File: config.mk
export PLATFORM = sky130hd
export DESIGN_NAME = i2c_codec_init_sequencer
export DESIGN_NICKNAME = d
export VERILOG_FILES = /design/src/rtl/i2c_codec_init_sequencer.sv
export SDC_FILE = /design/constraint.sdc
export NUM_CORES = 1
export LEC_CHECK = 0
export BUFFER_PORTS_ARGS = -buffer_cell sky130_fd_sc_hd__buf_2
export CAP_MARGIN = 20
export CORE_MARGIN = 2
export CORE_UTILIZATION = 41
export CTS_CLUSTER_SIZE = 24
export DETAILED_ROUTE_END_ITERATION = 6
export GPL_ROUTABILITY_DRIVEN = 0
export SKIP_CTS_REPAIR_TIMING = 1
export SYNTH_ARGS = -nofsm -noshare
export SYNTH_HDL_FRONTEND = slang
export SYNTH_SLANG_ARGS = --single-unit
File: constraint.sdc
create_clock -name clock -period 2 [get_ports clock]
set_input_delay 0.3 -clock clock [delete_from_list [all_inputs] [get_ports clock]]
set_output_delay 0.3 -clock clock [all_outputs]
set_load 0.005 [all_outputs]
File: src/rtl/i2c_codec_init_sequencer.sv
// WM8731 power-up register loader: walks a fixed write table through an
// external I2cMaster, retrying NACK / clock-stretch timeouts per entry.
module i2c_codec_init_sequencer #(
   parameter int unsigned ClockFrequency     = 24_000_000,
   parameter logic [6:0]  DeviceAddress      = 7'h1A,
   parameter int unsigned PowerUpDelayCycles = ClockFrequency / 1000,
   parameter int unsigned GapCycles          = 240,
   parameter int unsigned BusyTimeoutCycles  = 16,
   parameter int unsigned MaxRetries         = 3
) (
   input  logic        clock,
   input  logic        reset,
   input  logic        restart,
   input  logic        masterReady,
   input  logic        masterNoAck,
   input  logic        masterStretchTo,
   output logic        start,
   output logic [6:0]  address,
   output logic [1:0]  nrOfBytesToSend,
   output logic [1:0]  nrOfBytesToRead,
   output logic [15:0] bytesToSend,
   output logic [3:0]  entryIndex,
   output logic        done,
   output logic        error
);

   localparam int unsigned MaxPG =
      (PowerUpDelayCycles > GapCycles) ? PowerUpDelayCycles : GapCycles;
   localparam int unsigned CntMax =
      (MaxPG > BusyTimeoutCycles) ? MaxPG : BusyTimeoutCycles;
   localparam int CntW   = (CntMax > 1) ? $clog2(CntMax + 1) : 1;
   localparam int RetryW = (MaxRetries > 0) ? $clog2(MaxRetries + 1) : 1;

   localparam logic [CntW-1:0]   CntOne    = CntW'(1);
   localparam logic [CntW-1:0]   PuLast    = CntW'(PowerUpDelayCycles - 1);
   localparam logic [CntW-1:0]   GapLast   = CntW'(GapCycles - 1);
   localparam logic [CntW-1:0]   ToLast    = CntW'(BusyTimeoutCycles - 1);
   localparam logic [RetryW-1:0] RetryMax  = RetryW'(MaxRetries);
   localparam logic [RetryW-1:0] RetryOne  = RetryW'(1);
   localparam logic [3:0]        LastEntry = 4'd10;
   localparam logic [3:0]        EntryOne  = 4'd1;

   typedef enum logic [2:0] {
      POWER_UP,
      ISSUE,
      WAIT_BUSY,
      WAIT_DONE,
      GAP,
      DONE,
      FAILED
   } state_t;

   state_t            state_q;
   logic [CntW-1:0]   cnt_q;
   logic [RetryW-1:0] retry_q;
   logic [3:0]        entry_q;
   logic [15:0]       bytes_q;
   logic              start_q;
   logic              done_q;
   logic              error_q;
   logic              ok_q;

   logic              attemptFail;
   logic              attemptOk;
   logic              xferBad;

   // Each word is {register[6:0], data[8:0]}; entry 0 resets the codec,
   // entry 10 activates the digital interface last.
   function automatic logic [15:0] entryWord(input logic [3:0] idx);
      logic [15:0] w;
      case (idx)
         4'd0:    w = {7'h0F, 9'h000};
         4'd1:    w = {7'h00, 9'h017};
         4'd2:    w = {7'h01, 9'h017};
         4'd3:    w = {7'h02, 9'h079};
         4'd4:    w = {7'h03, 9'h079};
         4'd5:    w = {7'h04, 9'h012};
         4'd6:    w = {7'h05, 9'h000};
         4'd7:    w = {7'h06, 9'h000};
         4'd8:    w = {7'h07, 9'h042};
         4'd9:    w = {7'h08, 9'h000};
         4'd10:   w = {7'h09, 9'h001};
         default: w = 16'h0000;
      endcase
      return w;
   endfunction

   always_comb begin
      xferBad     = masterNoAck | masterStretchTo;
      attemptFail = 1'b0;
      attemptOk   = 1'b0;
      if (state_q == WAIT_BUSY && masterReady && cnt_q == ToLast) begin
         attemptFail = 1'b1;
      end
      if (state_q == WAIT_DONE && masterReady) begin
         attemptFail = xferBad;
         attemptOk   = !xferBad;
      end
   end

   always_ff @(posedge clock) begin
      if (reset) begin
         state_q <= POWER_UP;
         cnt_q   <= '0;
         retry_q <= '0;
         entry_q <= '0;
         bytes_q <= entryWord(4'd0);
         start_q <= 1'b0;
         done_q  <= 1'b0;
         error_q <= 1'b0;
         ok_q    <= 1'b0;
      end else begin
         unique case (state_q)
            POWER_UP: begin
               if (cnt_q == PuLast) begin
                  cnt_q   <= '0;
                  state_q <= ISSUE;
               end else begin
                  cnt_q <= cnt_q + CntOne;
               end
            end
            ISSUE: begin
               if (start_q) begin
                  start_q <= 1'b0;
                  cnt_q   <= '0;
                  state_q <= WAIT_BUSY;
               end else if (masterReady) begin
                  start_q <= 1'b1;
               end
            end
            WAIT_BUSY: begin
               if (!masterReady) begin
                  cnt_q   <= '0;
                  state_q <= WAIT_DONE;
               end else if (!attemptFail) begin
                  cnt_q <= cnt_q + CntOne;
               end
            end
            WAIT_DONE: begin
               if (attemptOk) begin
                  ok_q    <= 1'b1;
                  cnt_q   <= '0;
                  state_q <= GAP;
               end
            end
            GAP: begin
               if (cnt_q == GapLast) begin
                  cnt_q   <= '0;
                  state_q <= ISSUE;
                  if (ok_q) begin
                     if (entry_q == LastEntry) begin
                        state_q <= DONE;
                        done_q  <= 1'b1;
                     end else begin
                        entry_q <= entry_q + EntryOne;
                        bytes_q <= entryWord(entry_q + EntryOne);
                        retry_q <= '0;
                     end
                  end
               end else begin
                  cnt_q <= cnt_q + CntOne;
               end
            end
            DONE, FAILED: begin
               if (restart) begin
                  state_q <= POWER_UP;
                  cnt_q   <= '0;
                  retry_q <= '0;
                  entry_q <= '0;
                  bytes_q <= entryWord(4'd0);
                  done_q  <= 1'b0;
                  error_q <= 1'b0;
               end
            end
            default: state_q <= POWER_UP;
         endcase
         // A failed attempt overrides the per-state transitions above.
         if (attemptFail) begin
            cnt_q <= '0;
            ok_q  <= 1'b0;
            if (retry_q < RetryMax) begin
               retry_q <= retry_q + RetryOne;
               state_q <= GAP;
            end else begin
               state_q <= FAILED;
               error_q <= 1'b1;
            end
         end
      end
   end

   assign start           = start_q;
   assign address         = DeviceAddress;
   assign nrOfBytesToSend = 2'd2;
   assign nrOfBytesToRead = 2'd0;
   assign bytesToSend     = bytes_q;
   assign entryIndex      = entry_q;
   assign done            = done_q;
   assign error           = error_q;

endmodule

== Word level (Yosys, flattened, before mapping) ==
Memory sizes are Yosys's and may differ from the RTL's.
Cells that the tools add are included.

* Word-level logic and storage cells: 101
* Memories kept: 1
* Bits in registers: 44
* Memory bits (read-only): 176
* Bits of input ports: 6

* Eq/ne operators: 23
* Bitwise operators: 1
* Magnitude comparators: 1
* Add/subtract/negate cells: 3
* Reductions and logical operators: 14
* Muxes and demuxes: 49

{| class="wikitable"
|+ Memory list
! memory !! depth !! width !! read ports !! clocked after memory_dff !! write ports !! RTL line !! text
|-
| (no name shown) || 16 || 11 || 1 || 0 || 0 || 71 || <nowiki>case (idx)</nowiki>
|}

{| class="wikitable"
|+ Operators by type and width
! kind !! count
|-
| two-way mux 15 bit || 6
|-
| one-hot mux 15 bit (6 select lines) || 1
|-
| two-way mux 16 bit || 4
|-
| one-hot mux 16 bit (2 select lines) || 1
|-
| two-way mux 3 bit || 9
|-
| inequality test 3 bit, second input constant || 6
|-
| one-hot mux 3 bit (6 select lines) || 1
|-
| two-way mux 4 bit || 4
|-
| adder 15 x 1 -> 15 bit, second input constant || 1
|-
| equality test 15 bit, second input constant || 1
|-
| equality test 15 x 4 -> 1 bit, second input constant || 1
|-
| equality test 15 x 8 -> 1 bit, second input constant || 1
|-
| two-way mux 2 bit || 7
|-
| inequality test 2 bit, second input constant || 7
|-
| two-way mux 1 bit || 13
|-
| AND reduction 5 bit || 2
|-
| equality test 3 bit, second input constant || 3
|-
| one-hot mux 4 bit (2 select lines) || 1
|-
| equality test 3 x 2 -> 1 bit, second input constant || 2
|-
| AND reduction 6 bit || 1
|-
| nonzero test 6 bit || 1
|-
| adder 4 x 1 -> 4 bit, second input constant || 1
|-
| equality test 4 bit, second input constant || 1
|-
| one-hot mux 2 bit (2 select lines) || 1
|-
| 12 further kinds || 15
|}

== Depth between registers and ports, before layout ==
Gate-level depths: netlist of the first run.

* Depth in word-level cells: 7
* Gate-level depth with buffers: 8
* Gate-level depth less buffers: 7

== Worst setup path before layout of the first run ==
No wires, ideal clock.

* Path type: register to register
* Start: reg entry_q[0], in the netlist entryIndex[0]
* End: reg bytes_q[11], in the netlist bytesToSend[11]
* Slack: -0.144 ns
* Data arrival time: 2.011 ns
* Clock period less this slack: 2.144 ns
* Path buffers: 1
* Stages on the path, launching flop included: 8
* Library setup time: 0.132 ns
* Required time: 1.868 ns
* Cells stage by stage: dfxtp_1 -> ha_1 -> ha_1 -> clkbuf_1 -> nor2_1 -> or3_1 -> a2111oi_1 -> o21ai_1

* Longest elaborated chain between the ends: 6
* Elaborated cells between the ends (all ways): 9

{| class="wikitable"
|+ Ends and longest elaborated chain
! item !! RTL line !! text
|-
| start, declared || 56 || <nowiki>logic [3:0] entry_q;</nowiki>
|-
| start signal, assigned || 155 || <nowiki>entry_q <= entry_q + EntryOne;</nowiki>
|-
| adder 4 x 1 -> 4 bit || 156 || <nowiki>bytes_q <= entryWord(entry_q + EntryOne);</nowiki>
|-
| memory read (16 x 11 bit) || - ||
|-
| two-way mux 16 bit || 151 || <nowiki>if (entry_q == LastEntry) begin</nowiki>
|-
| two-way mux 16 bit || 150 || <nowiki>if (ok_q) begin</nowiki>
|-
| two-way mux 16 bit || 147 || <nowiki>if (cnt_q == GapLast) begin</nowiki>
|-
| one-hot mux 16 bit (2 select lines) || 113 || <nowiki>unique case (state_q)</nowiki>
|-
| end signal, assigned || 107 || <nowiki>bytes_q <= entryWord(4'd0);</nowiki>
|-
| end signal, assigned || 156 ||
|-
| end signal, assigned || 170 || <nowiki>bytes_q <= entryWord(4'd0);</nowiki>
|-
| end, declared || 57 || <nowiki>logic [15:0] bytes_q;</nowiki>
|}

Several ways; a longest one is shown, not always the timed one. The select of a mux whose other input is x is not followed.
A chain may end at the register's enable or synchronous reset.

== Final worst setup path of the first run ==
* Start: reg cnt_q[8]
* End: reg bytes_q[12], in the netlist bytesToSend[12]

* Longest elaborated chain between the ends: 3

{| class="wikitable"
|+ Ends and longest elaborated chain
! item !! RTL line !! text
|-
| start, declared || 54 || <nowiki>logic [CntW-1:0] cnt_q;</nowiki>
|-
| start signal, assigned || 119 || <nowiki>cnt_q <= cnt_q + CntOne;</nowiki>
|-
| start signal, assigned || 136 || <nowiki>cnt_q <= cnt_q + CntOne;</nowiki>
|-
| start signal, assigned || 161 || <nowiki>cnt_q <= cnt_q + CntOne;</nowiki>
|-
| equality test 15 x 8 -> 1 bit || 147 ||
|-
| inequality test 2 bit (no line) || - ||
|-
| AND reduction 5 bit (no line) || - ||
|}

Every way passes these cells.

==> results by group, run 1 <==
Worst setup path
  – Crit path max-delay cell type: sky130_fd_sc_hd__or4_4
  – Crit-path max FO: 6
  – CP endpoint kind: flop
  – Count of cells along the worst register-to-register path: 7
  – Arrival time reported for the critical path endpoint: 2.21 ns
  – Critical register-to-register path endpoint: bytesToSend[12]
  – Reg-to-Reg Start: cnt_q[8]
  – Worst Path Buf+Inv: 2
  – Path type of the worst setup path: flop to flop
  – Crit path launch type: flop
  – Maximum cell stage delay along the critical path: 0.56 ns
  – Reg2reg setup slack: -0.05 ns
  – Crit path max-delay family: simple AND/OR/NAND/NOR gates
  – Worst EP required: 2.16 ns
  – Cell-by-cell listing of the critical path: or4_4 > nor4b_4 > buf_4 > o211ai_4 > buf_6 > o21ai_2 > o311ai_2

Logic synthesis
  – Synthesized netlist cell count: 314
  – Warnings from Yosys: 0
  – Cell types occupying the most area after synthesis: sky130_fd_sc_hd__dfxtp_1 31%, sky130_fd_sc_hd__a21oi_1 5.6%, sky130_fd_sc_hd__buf_4 5.1%, sky130_fd_sc_hd__nand2_1 3.8%, sky130_fd_sc_hd__o21ai_1 3.6%
  – Netlist area before placement: 2480 um2
  – Commonest cells post-synth: 38 x sky130_fd_sc_hd__dfxtp_1, 28 x sky130_fd_sc_hd__a21oi_1, 25 x sky130_fd_sc_hd__nand2_1, 19 x sky130_fd_sc_hd__nor2_1, 18 x sky130_fd_sc_hd__o21ai_1
  – Post-synthesis area per instance: 7.91 um2
  – Synth async-reset ratio: 0
  – Most frequently used flop master after synthesis: sky130_fd_sc_hd__dfxtp_1
  – Library cell with the highest instance count after synthesis: sky130_fd_sc_hd__dfxtp_1
  – Synth area leader: sky130_fd_sc_hd__dfxtp_1
  – Count of unique library cells instantiated by Yosys: 61
  – Post-synth EDFFs: 0
  – Proportion of synthesized chip area in sequential cells: 0.306
  – Area share of the largest cell type after synthesis: 0.306
  – Number of storage elements in the synthesis netlist: 38

GRT
  – Number of global-route vias before repair: about 2.3k
  – Global-route wire length before repair: 10900 um
  – Overflow after GRT: 0
  – Aggregate global-route resource usage: 0.210
  – Number of antenna violations at the first check in global routing: 0
  – Pin count of the biggest net entering global routing: 16

Layout
  – Layout area overhead: 30.6%
  – Register area: 768 um2
  – Non-Filler Instances: 457
  – Antenna cells: 0
  – Number of nets in the final layout: 394
  – Final Instance Area: between 3000 and 4000 um2
  – Multi-input combinational cell area: 1680 um2
  – Share of post-route cells with drive strength above 1: 0.343
  – Number of fill cells: roughly 560

Routing
  – First-pass iteration count of the detailed router: 4
  – Total Routed Length: around 7000 um
  – Number of remaining DRC errors: 0
  – Via count: roughly 2.6k
  – DRT antenna net count: 0
  – Wire length per cell after detailed routing: 15.2 um
  – Initial DRC Count: 139
  – Vias per Instance: between 5 and 6

Timing
  – RSZ-0062 raised after global routing: yes
  – Final clock period utilization by the worst path: 1.03
  – Number of endpoints with negative hold slack in the final report: 0
  – Least setup slack across all paths after layout: -0.0501 ns
  – Achievable clock frequency: 488 MHz
  – Slew headroom: 0.571
  – Final worst path period need: 2.05 ns
  – Final Max Tran Viols: 0
  – Number of endpoints failing setup at the final stage: 9
  – Actual slew at the worst max-slew pin: 0.643 ns
  – Worst setup skew after layout: 0.0104 ns

Power
  – Sequential power share: 0.317
  – Power density cells: 881 nW/um2
  – Internal power summed over all cells: 1.70 mW
  – Clock Power Share: 0.199
  – Leakage: about 1.2 nW
  – Power share of the combinational group: 0.484
  – Largest vdd supply drop: between 500 and 600 uV
  – Sw frac: 0.404
  – Reported net switching power: 1.15 mW

Job
  – Number of maximum-capacitance constraint violations: 0

Clocking
  – Clock insertion delay at the later pin of the skew report: 0.30 ns
  – Buffer depth of the longest clock path: 2
  – CTS tree: done
  – Clock transition at the registers of the reported paths: 0.08 ns
  – Number of CTS-inserted buffers: 5
  – Deepest level of the CTS H-tree: 2
  – Number of sinks driven by the clock tree: 38
  – Root buffer cell: sky130_fd_sc_hd__clkbuf_8

Placement
  – Placed cells: 442
  – DP Area: between 2000 and 3000 um2
  – Number of buffers added on ports: 23
  – Hpwl dp: 4970 um

Floorplanning
  – Number of ports placed on the die boundary: 40
  – Standard-cell row count: 28
  – Placeable core area: 5890 um2
  – Die span in y: around 82 um
  – Starting density of the core: 0.422
  – Chip Width: about 82 um
  – Die area: about 6700 um2

Outcome
  – Outcome: finished, violations left
  – Violations in the final reports: setup timing

Min path
  – Worst min-delay path startpoint: masterNoAck
  – Worst Hold End: ok_q
  – Number of cells on the worst hold path: 4
  – Class of the worst hold path: primary input to flop
==> worst max-delay path by stage <==
stage	start	to	slack (ns)	depth (start not counted)
4_1_cts	cnt_q[0]	cnt_q[9]	-0.06	8
6_report	cnt_q[8]	bytesToSend[12]	-0.05	7
5_1_grt	cnt_q[8]	bytesToSend[11]	-0.14	6
3_5_place_dp	cnt_q[8]	bytesToSend[11]	-0.04	6
2_1_floorplan	entryIndex[1]	bytesToSend[11]	0.03	7
3_3_place_gp	cnt_q[0]	cnt_q[9]	-0.01	8
==> layout make-up <==
| type | instances | share of cell area |
|---|---|---|
| multi-input combinational | 243 | 0.517 |
| sequential | 38 | 0.237 |
| timing repair buffer | 82 | 0.175 |
| tap | 75 | 0.0289 |
| clock buffer | 6 | 0.0255 |
| inverter | 11 | 0.0127 |
| clock inverter | 2 | 0.00386 |
==> sequential cells by signal (all words and copies together), names as in the netlist <==
register     count
start            1
ok_q             1
retry_q          2
done             1
error            1
bytesToSend     10
cnt_q           15
state_q          3
entryIndex       4
==> cell usage in the layout, fill, tap and decap left out, drive strengths merged, types with 3 or more instances in the layout <==
| cell type | synthesis | routed |
|---|---|---|
| nand3 | 15 | 15 |
| nand2b | 3 | 3 |
| or4 | 6 | 6 |
| o31ai | 6 | 6 |
| o211ai | 12 | 12 |
| nor4 | 3 | 3 |
| o2111ai | 8 | 8 |
| clkbuf | 14 | 6 |
| and2 | 4 | 4 |
| nand4 | 11 | 11 |
| dfxtp | 38 | 38 |
| nor2 | 20 | 20 |
| o311ai | 4 | 4 |
| ha | 7 | 7 |
| nand2 | 25 | 25 |
| a211oi | 3 | 3 |
| or3 | 4 | 4 |
| buf | 23 | 82 |
| a21oi | 28 | 28 |
| nor3 | 6 | 6 |
| inv | 11 | 11 |
| conb | 2 | 16 |
| a2111oi | 3 | 3 |
| and3 | 3 | 3 |
| o211a | 2 | 3 |
| o21ai | 23 | 23 |
==> tightest hold or removal path, cell delays in order <==
cell	delay [ns]
sky130_fd_sc_hd__buf_2	0.07
sky130_fd_sc_hd__nor2_1	0.06
sky130_fd_sc_hd__a21oi_1	0.12
sky130_fd_sc_hd__nor2_1	0.04
==> kinds of logic (layout without fill, tap and decap cells) <==
family / count (synthesis) / count (layout) / share of synthesized area
flops: 38 / 38 / 0.306
compound gates: 100 / 101 / 0.276
buf+inv: 48 / 101 / 0.103
xor+xnor: 3 / 3 / 0.0106
fa+ha+maj: 7 / 7 / 0.0353
other cells: 2 / 16 / 0.00303
mux: 2 / 2 / 0.00806
simple gates: 114 / 114 / 0.257
==> stage by stage <==
stage	hold WS (ns)	TNS [ns]	setup slack, ns	total power, mW	utilization
2_1_floorplan	0.442	0	0.0328	1.63	-
3_3_place_gp	0.442	-0.0135	-0.0135	2.10	0.498
3_5_place_dp	0.450	-0.111	-0.0410	2.11	0.498
4_1_cts	0.326	-0.267	-0.0568	2.68	0.514
5_1_grt	0.367	-2.04	-0.137	3.02	0.551
6_report	0.337	-0.193	-0.0501	2.86	0.551
==> metal layers <==
layer,wire [um],vias up,global-route usage
met1,3140,1232,0.272
met2,3420,69,0.347
met5,0,-,0
li1,-,1279,-
met3,256,12,0.0363
met4,109,0,0.0817
==> power by group through the flow <==
stage	clock [mW]	sequential [mW]	combinational, mW
floorplan	0	0.883	0.751
global placement	0	0.916	1.19
detailed placement	0	0.917	1.19
CTS	0.583	0.900	1.20
global route	0.612	0.914	1.50
finish	0.569	0.904	1.38
(Power assumes the default switching activity.)
==> run 2: changes to the inputs <==
--- a/config.mk
+++ b/config.mk
@@ -6,12 +6,13 @@
 export NUM_CORES = 1
 export LEC_CHECK = 0
 export BUFFER_PORTS_ARGS = -buffer_cell sky130_fd_sc_hd__buf_2
-export CAP_MARGIN = 20
 export CORE_MARGIN = 2
 export CORE_UTILIZATION = 41
 export CTS_CLUSTER_SIZE = 24
 export DETAILED_ROUTE_END_ITERATION = 6
 export GPL_ROUTABILITY_DRIVEN = 0
+export HOLD_SLACK_MARGIN = 0.02
+export PLACE_DENSITY = 0.67
 export SKIP_CTS_REPAIR_TIMING = 1
 export SYNTH_ARGS = -nofsm -noshare
 export SYNTH_HDL_FRONTEND = slang
==> run 2 against run 1 <==
The flow still finishes with violations (setup timing); critical path type unchanged; register-to-register slack got worse by 0.03 ns; maximum frequency fell by 1.4%; via count up 0.12%; total power is 5.5% higher; clock power rose by 9.5%; highest routed layer unchanged; combinational power grew 9%; flip-flop and latch count unchanged; non-clock buffer count up 1; first-iteration DRC count up 17%; clock skew hardly changed; worst hold slack better by 0.080 ns.
==> results by group, run 2 (synthesized netlist as in run 1, its figures left out) <==
Outcome
  – Outcome: finished, violations left
  – Violations in the final reports: setup timing

Timing
  – RSZ-0062 raised after global routing: yes
  – Number of endpoints with negative hold slack in the final report: 0 (unchanged)
  – Final worst path period need: 2.08 ns (+0.0291 ns)
  – Final Max Tran Viols: 0 (unchanged)
  – Slew headroom: 0.642 (+0.0703)
  – Achievable clock frequency: 481 MHz (-1.4%)
  – Number of endpoints failing setup at the final stage: 21 (+12)
  – Final clock period utilization by the worst path: 1.04 (+0.0146)
  – Worst-case hold slack: 0.417 ns (+0.0805 ns)
  – Actual slew at the worst max-slew pin: 0.534 ns (-0.110 ns)
  – Worst setup skew after layout: 0.0101 ns (-0.000247 ns)
  – Least setup slack across all paths after layout: -0.0792 ns (-0.0291 ns)

Floorplanning
  – Chip Width: 81.8 um (unchanged)
  – Die span in y: 81.8 um (unchanged)
  – Number of ports placed on the die boundary: 40 (unchanged)
  – Die area: 6690 um2 (unchanged)
  – Placeable core area: 5890 um2 (unchanged)
  – Standard-cell row count: 28 (unchanged)
  – Starting density of the core: 0.422 (unchanged)

Routing
  – Via count: 2595 (+0.12%)
  – Wire length per cell after detailed routing: 14.9 um (-1.8%)
  – DRT antenna net count: 0 (unchanged)
  – Number of remaining DRC errors: 0 (unchanged)
  – Vias per Instance: 5.67 (-0.10%)
  – Initial DRC Count: 163 (+17%)
  – Total Routed Length: 6820 um (-1.6%)
  – First-pass iteration count of the detailed router: 4 (unchanged)

Layout
  – Multi-input combinational cell area: 1680 um2 (unchanged)
  – Most used cells in the layout excluding fill and tap cells: 54 x sky130_fd_sc_hd__buf_4, 33 x sky130_fd_sc_hd__dfxtp_1, 25 x sky130_fd_sc_hd__nand2_1
  – Final Instance Area: 3280 um2 (+1.1%)
  – Share of post-route cells with drive strength above 1: 0.350 (+0.00694)
  – Non-Filler Instances: 458 (+0.22%)
  – Most common cell after layout, fill and taps aside: sky130_fd_sc_hd__buf_4
  – Antenna cells: 0 (unchanged)
  – Flip-flop count of the largest register after layout: 15 (unchanged)
  – Number of fill cells: 542 (-3.7%)
  – Number of nets in the final layout: 395 (+0.25%)
  – Layout area overhead: 32.1%
  – Register ranked first by flip-flop count: cnt_q
  – Register area: 767 um2 (-0.16%)

Worst setup path
  – Path type of the worst setup path: flop to flop
  – Crit path max-delay family: simple AND/OR/NAND/NOR gates
  – Arrival time reported for the critical path endpoint: 2.25 ns (+0.04 ns)
  – Worst Path Buf+Inv: 1 (-1)
  – Crit path launch type: flop
  – Crit-path max FO: 5 (-1)
  – Worst EP required: 2.17 ns (about the same)
  – CP endpoint kind: flop
  – Crit path max-delay cell type: sky130_fd_sc_hd__or4_4
  – Maximum cell stage delay along the critical path: 0.56 ns (about the same)
  – Cell-by-cell listing of the critical path: or4_4 > nor4b_4 > buf_4 > o211ai_4 > a2111oi_2 > o21ai_1

Power
  – Largest vdd supply drop: 501 uV (-5.2%)
  – Power share of the combinational group: 0.496 (+0.012)
  – Internal power summed over all cells: 1.84 mW (+8.1%)
  – Reported net switching power: 1.18 mW (+1.8%)
  – Sw frac: 0.390 (-0.0143)
  – Clock Power Share: 0.207 (+0.008)
  – Power density cells: 919 nW/um2 (+4.4%)
  – Leakage: 1.26 nW (+1.2%)
  – Sequential power share: 0.297 (-0.020)

Job
  – Number of maximum-capacitance constraint violations: 0 (unchanged)

GRT
  – Pin count of the biggest net entering global routing: 16 (unchanged)
  – Number of global-route vias before repair: 2337 (+1.1%)
  – Number of antenna violations at the first check in global routing: 0 (unchanged)
  – Aggregate global-route resource usage: 0.205 (-0.00491)
  – Global-route wire length before repair: 10800 um (-1.1%)
  – Overflow after GRT: 0 (unchanged)

Placement
  – DP Area: 2950 um2 (+0.77%)
  – Number of buffers added on ports: 23 (unchanged)
  – Hpwl dp: 4780 um (-3.7%)
  – Placed cells: 445 (+0.68%)

Min path
  – Class of the worst hold path: primary input to flop

Clocking
  – Buffer depth of the longest clock path: 2 (unchanged)
  – Deepest level of the CTS H-tree: 2 (unchanged)
  – CTS tree: done
  – Clock transition at the registers of the reported paths: 0.08 ns (about the same)
  – Number of CTS-inserted buffers: 5 (unchanged)
  – Root buffer cell: sky130_fd_sc_hd__clkbuf_8
  – Clock insertion delay at the later pin of the skew report: 0.30 ns (about the same)
  – Number of sinks driven by the clock tree: 38 (unchanged)
-- run 2: changes by cell type in the layout (fill, tap and decap cells not counted), sizes merged --
cell | before | now
buf | 82 | 83
clkinv | 1 | 0
clkinvlp | 1 | 0
clkbuf | 6 | 8
-- run 2: per-stage QoR --
step / setup WS, ns / TNS, ns / utilization / power, mW
after floorplan: 0.0328 / 0 / - / 1.63
after global placement: -0.0685 / -0.297 / 0.502 / 2.15
after detailed placement: -0.169 / -0.704 / 0.502 / 2.17
after CTS: -0.215 / -1.50 / 0.521 / 2.81
after global routing: -0.141 / -2.49 / 0.557 / 3.19
final: -0.0792 / -0.817 / 0.557 / 3.01
-- run 2: cell type report --
cell class	count	share of cell area
clock buffer	8	0.0336
inverter	11	0.0126
sequential	38	0.234
multi-input combinational	243	0.512
tap	75	0.0286
timing repair buffer	83	0.179
-- run 2: worst register-to-register path: cells and delay by family, from the launching register on --
family	cells	cell delay, ns
AO/OA/AOI/OAI	3	0.54
buffers and inverters	1	0.19
flip-flops	1	0.32
AND/OR/NAND/NOR	2	0.89
-- run 2: layer usage --
layer	GRT usage	routed length, um
met2	0.316	3410
met3	0.0385	359
met5	0	0
met1	0.284	2950
met4	0.0783	101
-- run 2: power groups by stage --
| stage | Sequential, mW | Clock, mW | Combinational [mW] |
|---|---|---|---|
| floorplan | 0.883 | 0 | 0.751 |
| global placement | 0.899 | 0 | 1.25 |
| detailed placement | 0.900 | 0 | 1.27 |
| CTS | 0.884 | 0.642 | 1.28 |
| global route | 0.901 | 0.680 | 1.61 |
| finish | 0.896 | 0.623 | 1.50 |
-- run 2: path summary, 6_finish.rpt --
check             from               to  slack [ns]  depth (start not counted)
max          cnt_q[14]  bytesToSend[11]       -0.08                          6
min              reset         cnt_q[9]        0.42                          4
max reg2reg  cnt_q[14]  bytesToSend[11]       -0.08                          6
min reg2reg      error            error        0.45                          2
